<file path="src/rtl/hram_pkg.sv">
// Shared definitions for the HyperRAM command generator:
// FSM state encoding, command-address bit positions and the CA packing helper.
package hram_pkg;

  typedef enum logic [2:0] {
    ST_IDLE,
    ST_CA0,
    ST_CA1,
    ST_CA2,
    ST_WDATA
  } state_t;

  localparam int CA_RW = 47;
  localparam int CA_AS = 46;
  localparam int CA_BT = 45;

  // Upper word address goes to CA[44:16], the low three bits to CA[2:0].
  function automatic logic [47:0] ca_pack(
    input logic        write,
    input logic        reg_space,
    input logic        burst_linear,
    input logic [31:0] addr
  );
    logic [47:0] ca;
    ca        = '0;
    ca[CA_RW] = ~write;
    ca[CA_AS] = reg_space;
    ca[CA_BT] = burst_linear;
    ca[44:16] = addr[31:3];
    ca[2:0]   = addr[2:0];
    return ca;
  endfunction

endpackage

</file>
<file path="src/rtl/hram_cmd_gen.sv">
// HyperRAM command generator: accepts a request, emits the 48-bit CA as three
// 16-bit words (CA valid one cycle after accept), then streams write data through.
module hram_cmd_gen
  import hram_pkg::*;
#(
  parameter bit BURST_LINEAR = 1'b1
) (
  input  logic        clk,
  input  logic        rst,
  input  logic        req_valid,
  output logic        req_ready,
  input  logic        req_write,
  input  logic        req_reg,
  input  logic [31:0] req_addr,
  input  logic [7:0]  req_len,
  input  logic [15:0] wr_data,
  input  logic        wr_valid,
  output logic        wr_ready,
  output logic [15:0] ca_word,
  output logic        ca_valid,
  input  logic        ca_ready,
  output logic        ca_last,
  output logic [15:0] dout,
  output logic        dout_valid,
  input  logic        dout_ready,
  output logic        dout_last,
  output logic        busy
);

  state_t      r_state;
  state_t      w_state_nxt;
  logic [47:0] r_ca;
  logic        r_write;
  logic [7:0]  r_beats;

  logic [47:0] w_ca_new;
  logic        w_req_fire;
  logic        w_ca_fire;
  logic        w_dout_fire;

  assign w_ca_new    = ca_pack(req_write, req_reg, BURST_LINEAR, req_addr);
  assign w_req_fire  = req_valid && req_ready;
  assign w_ca_fire   = ca_valid && ca_ready;
  assign w_dout_fire = dout_valid && dout_ready;

  // The CA register shifts up one word per accepted beat, so ca_word is always its top slice.
  assign ca_word = r_ca[47:32];
  assign busy    = (r_state != ST_IDLE);

  always_comb begin
    w_state_nxt = r_state;
    req_ready   = 1'b0;
    ca_valid    = 1'b0;
    ca_last     = 1'b0;
    dout        = '0;
    dout_valid  = 1'b0;
    dout_last   = 1'b0;
    wr_ready    = 1'b0;
    case (r_state)
      ST_IDLE: begin
        req_ready = 1'b1;
        if (req_valid) w_state_nxt = ST_CA0;
      end
      ST_CA0: begin
        ca_valid = 1'b1;
        if (ca_ready) w_state_nxt = ST_CA1;
      end
      ST_CA1: begin
        ca_valid = 1'b1;
        if (ca_ready) w_state_nxt = ST_CA2;
      end
      ST_CA2: begin
        ca_valid = 1'b1;
        ca_last  = 1'b1;
        if (ca_ready) w_state_nxt = r_write ? ST_WDATA : ST_IDLE;
      end
      ST_WDATA: begin
        dout       = wr_data;
        dout_valid = wr_valid;
        wr_ready   = dout_ready;
        dout_last  = (r_beats == 8'd0);
        if (wr_valid && dout_ready && (r_beats == 8'd0)) w_state_nxt = ST_IDLE;
      end
      default: w_state_nxt = ST_IDLE;
    endcase
  end

  always_ff @(posedge clk) begin
    if (rst) begin
      r_state <= ST_IDLE;
      r_ca    <= '0;
      r_write <= 1'b0;
      r_beats <= '0;
    end else begin
      r_state <= w_state_nxt;
      if (w_req_fire) begin
        r_ca    <= w_ca_new;
        r_write <= req_write;
        // Register writes always carry exactly one data word.
        r_beats <= (req_reg && req_write) ? 8'd0 : req_len;
      end else if (w_ca_fire) begin
        r_ca <= {r_ca[31:0], 16'h0000};
      end
      if (w_dout_fire && (r_beats != 8'd0)) r_beats <= r_beats - 8'd1;
    end
  end

endmodule
</file>
<file path="config.mk">
export PLATFORM = sky130hd
export DESIGN_NAME = hram_cmd_gen
export DESIGN_NICKNAME = d
export VERILOG_FILES = /design/src/rtl/hram_pkg.sv /design/src/rtl/hram_cmd_gen.sv
export SDC_FILE = /design/constraint.sdc
export NUM_CORES = 1
export LEC_CHECK = 0
export BUFFER_PORTS_ARGS = -buffer_cell sky130_fd_sc_hd__buf_2
export CAP_MARGIN = 30
export CORE_UTILIZATION = 50
export CTS_CLUSTER_DIAMETER = 60
export DETAILED_ROUTE_END_ITERATION = 10
export PLACE_DENSITY = 0.87
export SLEW_MARGIN = 40
export SYNTH_ARGS = -nofsm -noshare
export SYNTH_HDL_FRONTEND = slang
export SYNTH_SLANG_ARGS = --single-unit
</file>
<file path="constraint.sdc">
create_clock -name clk -period 3 [get_ports clk]
set_input_delay 0.75 -clock clk [delete_from_list [all_inputs] [get_ports clk]]
set_output_delay 0.75 -clock clk [all_outputs]
set_load 0.05 [all_outputs]
</file>
-- Word level (Yosys, flattened, before mapping)
Cells that the tools add are included.
- reduce and logical (&&, ||, !) cells: 15
- multiply operators: 0
- $lt $le $gt $ge: 0
- shift operators: 0
- mux-type cells: 19
- $add $sub $neg: 1
- equal/unequal tests: 9
- bitwise logic cells: 1
- div/mod/pow operators: 0
- operator list (operator ; number):
    $mux W48 ; 2
    $mux W8 ; 3
    $mux W3 ; 6
    $mux W16 ; 1
    $pmux W3 S5 ; 1
    $ne A2 B2 Y1 const B ; 5
    $logic_not A8 Y1 ; 1
    $reduce_bool A8 Y1 ; 1
    $sub A8 B1 Y8 const B ; 1
    $logic_and A1 B1 Y1 ; 7
    $eq A3 B2 Y1 const B ; 2
    $mux W1 ; 6
    $reduce_and A5 Y1 ; 1
    $reduce_bool A2 Y1 ; 2
    $eq A3 B1 Y1 const B ; 1
    $eq A3 B3 Y1 const B ; 1
    $logic_not A3 Y1 ; 1
    $reduce_bool A3 Y1 ; 1
    $reduce_or A3 Y1 ; 1
    $not A1 Y1 ; 1
- memories: 0
- output and inout port bits: 39
- bits in latches: 0
- flip-flop bits (word level): 47
- word-level logic and storage cells: 49
- input port bits: 64
- ROM bits: 0
- memory bits (writable): 0

-- Logic depth before layout (Yosys ltp)
- depth in word-level cells: 6
- gate-level depth with buffers: 6
- gate-level depth less buffers: 6

-- Worst setup path before layout
Ideal clock, no wire load.
- path type: flip-flop to output port
- start point: register r_state[2]
- end point: output port busy
- data arrival time: 2167 ps
- slack: 83 ps
- stages on the path, launching flop included: 4
- data required time: 2250 ps
- path buffers: 1
- path through: dfxtp_1 -> buf_4 -> nor3_1 -> inv_1
- cells in the longest elaborated chain, start to end: 1
- RTL lines (item ; line ; RTL):
    from (decl) ; hram_cmd_gen.sv:30 ; state_t r_state;
    from (signal assigned) ; hram_cmd_gen.sv:95 ; r_state <= w_state_nxt;
    $reduce_bool A3 Y1 ; hram_cmd_gen.sv:48 ; assign busy = (r_state != ST_IDLE);
    to (decl) ; hram_cmd_gen.sv:27 ; output logic busy
No other way between the ends.

-- Final worst setup path
- start point: register r_beats[0]
- end point: output port dout_last
- cells in the longest elaborated chain, start to end: 2
- RTL lines (item ; line ; RTL):
    from (decl) ; hram_cmd_gen.sv:34 ; logic [7:0] r_beats;
    from (signal assigned) ; hram_cmd_gen.sv:100 ; r_beats <= (req_reg && req_write) ? 8'd0 : req_len;
    from (signal assigned) ; hram_cmd_gen.sv:104 ; if (w_dout_fire && (r_beats != 8'd0)) r_beats <= r_beats - 8'd1;
    $logic_not A8 Y1 ; hram_cmd_gen.sv:81 ; dout_last = (r_beats == 8'd0);
    $mux W1 ; hram_cmd_gen.sv:59 ; case (r_state)
    to (decl) ; hram_cmd_gen.sv:26 ; output logic dout_last,
No other way between the ends.

==> results.cfg <==
[status]
status = completed

[synth]
synth_compound_area_share_pct = 21.39
netlist_instances = 316
synth.largest_area_cell = dfxtp_1
synth_area_mm2 = 0.002510
synth_seq_cells = 47
synth_top_family_by_area = simple AND/OR/NAND/NOR gates
yosys_warnings = 0
synth_top_flop_cell = dfxtp_1
synthSimpleGateAreaFrac_pct = 27.67
synth.top_cell.area_share_pct = 37.49
synthMuxAreaShare_pct = 1.994
ys_seq_area_share_pct = 37.49
synthTopCellsByArea = dfxtp_1 (37%), nand2_1 (7.8%), a21oi_1 (7.4%)
synth-xor-area-share_pct = 0.3490
synth_nets = 382
avgSynthCellArea_um2 = 7.943
synthDistinctLibCells = 42
synth_edf_count = 0
synth_fa_ha_area_share_pct = 0.9970
async_reset_ff_share_pct = 0

[die]
start_util_pct = 52.44
fp.dieH_um = 72.85
chipWidth_um = 72.85
io_pins = 103
die-area_mm2 = 0.005307
rows = 25
core_mm2 = 0.004786

[pwr]
peakVddDrop_v = 0.0003548
power.static_leakage_nw = 1.451
total_power_mw = 1.737
power_density_mw_per_mm2 = 569.2

[sta]
setup_slack_ns = 0.2917
timing.fmax_mhz = 369.2
rsz0062_at_grt = no
finClkSkew_ns = 0.009556
slew_violations = 0
finalSetupTns_ns = 0
worst_pin_slew_ns = 0.6138
hold_viol_final = 0
min_period_ns = 2.708
final-setup-viol-count = 0
fin_crit_sh_pct = 90.28
relSlewSlack_pct = 58.91

[setup_path]
crit_required_ns = 2.25
crit_type = reg -> out
end_kind = output pin
path_buf_inv = 2
path_delay_family = simple AND/OR/NAND/NOR gates
cp.arrival_ns = 1.96
crit_path_max_incr_delay_ns = 0.52
start_kind = register
slowest_stage = nor4b_4
cp_max_fo = 8
path_cells = inv_1 -> ha_1 -> nor4b_4 -> and3_1 -> buf_2

[detailed_routing]
drt_first_pass_iters = 6
routed_via_density = 5.300
drt_wl_total_um = 5927
drt-initial-drc-count = 151
ant_nets = 0
route.detailed.drc = 0
wire_per_inst_um = 12.88
num_vias = 2438

[clock_network]
tritoncts = yes
post_cts_resized = 0
clockBufferDepth = 2
clkTransAtPathRegs_ns = 0.09
cts_htree_levels = 2
post_cts_buffers = 0
clk_latency_ns = 0.30
clock-sinks = 47
cts_hold_buf = 0
numCtsBuffers = 5
cts-root-buf = clkbuf_8

[cells_and_area]
postLayoutCellArea_mm2 = 0.003052
drive_gt1_share_pct = 32.82
syn_to_final_growth_pct = 21.59
insertedDiodeCount = 0
final_nets = 458

[placement]
dp_hpwl_um = 4184
post-place-ws_ns = 0.6722
place_area_mm2 = 0.002929
io_buffers = 102
gp_congestion = 0.8656

[grt]
antenna_found_initial = 0
grt_max_degree = 37
grt_pass1_wl_um = 9749
grt_overflow = 0
grt_usage_pct = 23.12
grt_pass1_vias = 2296

[job]
maxCapViolCount = 0

[min_path]
min_path_type = reg -> reg
## tightest hold or removal path, stage by stage, from the launching register on
cell	delay [ns]
dfxtp_1	0.33
nand2_1	0.05
a21oi_1	0.06
## path summary, 6_finish.rpt
path / from / to / slack, ns / cells past startpoint
setup / recovery: r_beats[0]$_SDFFE_PP0P_ / dout_last / 0.29 / 5
hold / removal: r_write$_SDFFE_PP0P_ / r_write$_SDFFE_PP0P_ / 0.48 / 2
setup reg to reg: r_state[1]$_SDFFE_PP0P_ / r_ca[42]$_SDFFE_PP0P_ / 1.01 / 5
hold reg to reg: r_write$_SDFFE_PP0P_ / r_write$_SDFFE_PP0P_ / 0.48 / 2
## through the flow
step	util [%]	hold WS [ns]	cells
floorplan	-	0.4323	316
global placement	61.20	0.4477	452
detailed placement	61.20	0.4651	452
CTS	63.74	0.4782	460
global route	63.76	0.5063	460
finish	63.76	0.4830	460
## cell usage after synthesis, types with 2 or more instances
library cell	n
nand2_1	52
nor3_1	6
ha_1	2
nand2b_1	3
buf_4	18
mux2i_1	5
clkbuf_1	14
nand3_1	2
nor3b_1	4
o21ai_0	17
and3_1	20
a21oi_1	37
or3_1	2
nor4_1	3
nor4b_4	2
o21ai_1	2
buf_2	8
a311oi_1	4
nor2_1	26
a211oi_1	18
dfxtp_1	47
inv_1	4
## sequential cells by signal, indices dropped and copies added, names as in the netlist
name and cells:
r_beats 8, r_ca 35, r_state 3, r_write 1
## layout make-up
| cell class | count | area, um2 |
|---|---|---|
| fill | 454 | 1734 |
| clock buffer | 6 | 82.58 |
| sequential | 47 | 940.9 |
| timing repair buffer | 110 | 570.5 |
| tap | 67 | 83.83 |
| multi-input combinational | 224 | 1320 |
| clock inverter | 2 | 38.79 |
| inverter | 4 | 15.01 |
## power breakdown
part           internal, mW  leakage [nW]  switching (mW)  total (mW)
clock                 0.274        0.0618           0.218       0.492
combinational         0.162          1.00           0.338       0.500
sequential            0.697         0.388          0.0484       0.745
## cells in the final DEF, fill, tap and decap left out, types with 2 or more instances in the layout
cell type	count
nor4_1	3
a211oi_1	18
or3_1	2
nand2b_1	3
nor3_1	6
and3_1	20
nand3_1	2
nand2_1	52
buf_4	8
nor2_1	26
clkbuf_8	6
dfxtp_1	47
a21oi_1	36
nor3b_1	4
o21ai_1	2
mux2i_1	5
o21ai_0	17
buf_2	102
a311oi_1	4
nor4b_4	2
ha_1	2
inv_1	4
## layer usage
layer  routed length (um)  track usage, %
met2                 2951           39.67
met4                   80           8.061
met1                 2700           28.52
met3                  194           5.110
met5                    0               0
## cells by family after synthesis
family,count (synthesis)
AO/OA/AOI/OAI,85
XOR/XNOR,1
adder cells (fa/ha/maj),2
buffers and inverters,45
flip-flops,47
multiplexers,5
AND/OR/NAND/NOR,131
(Power assumes the default switching activity.)
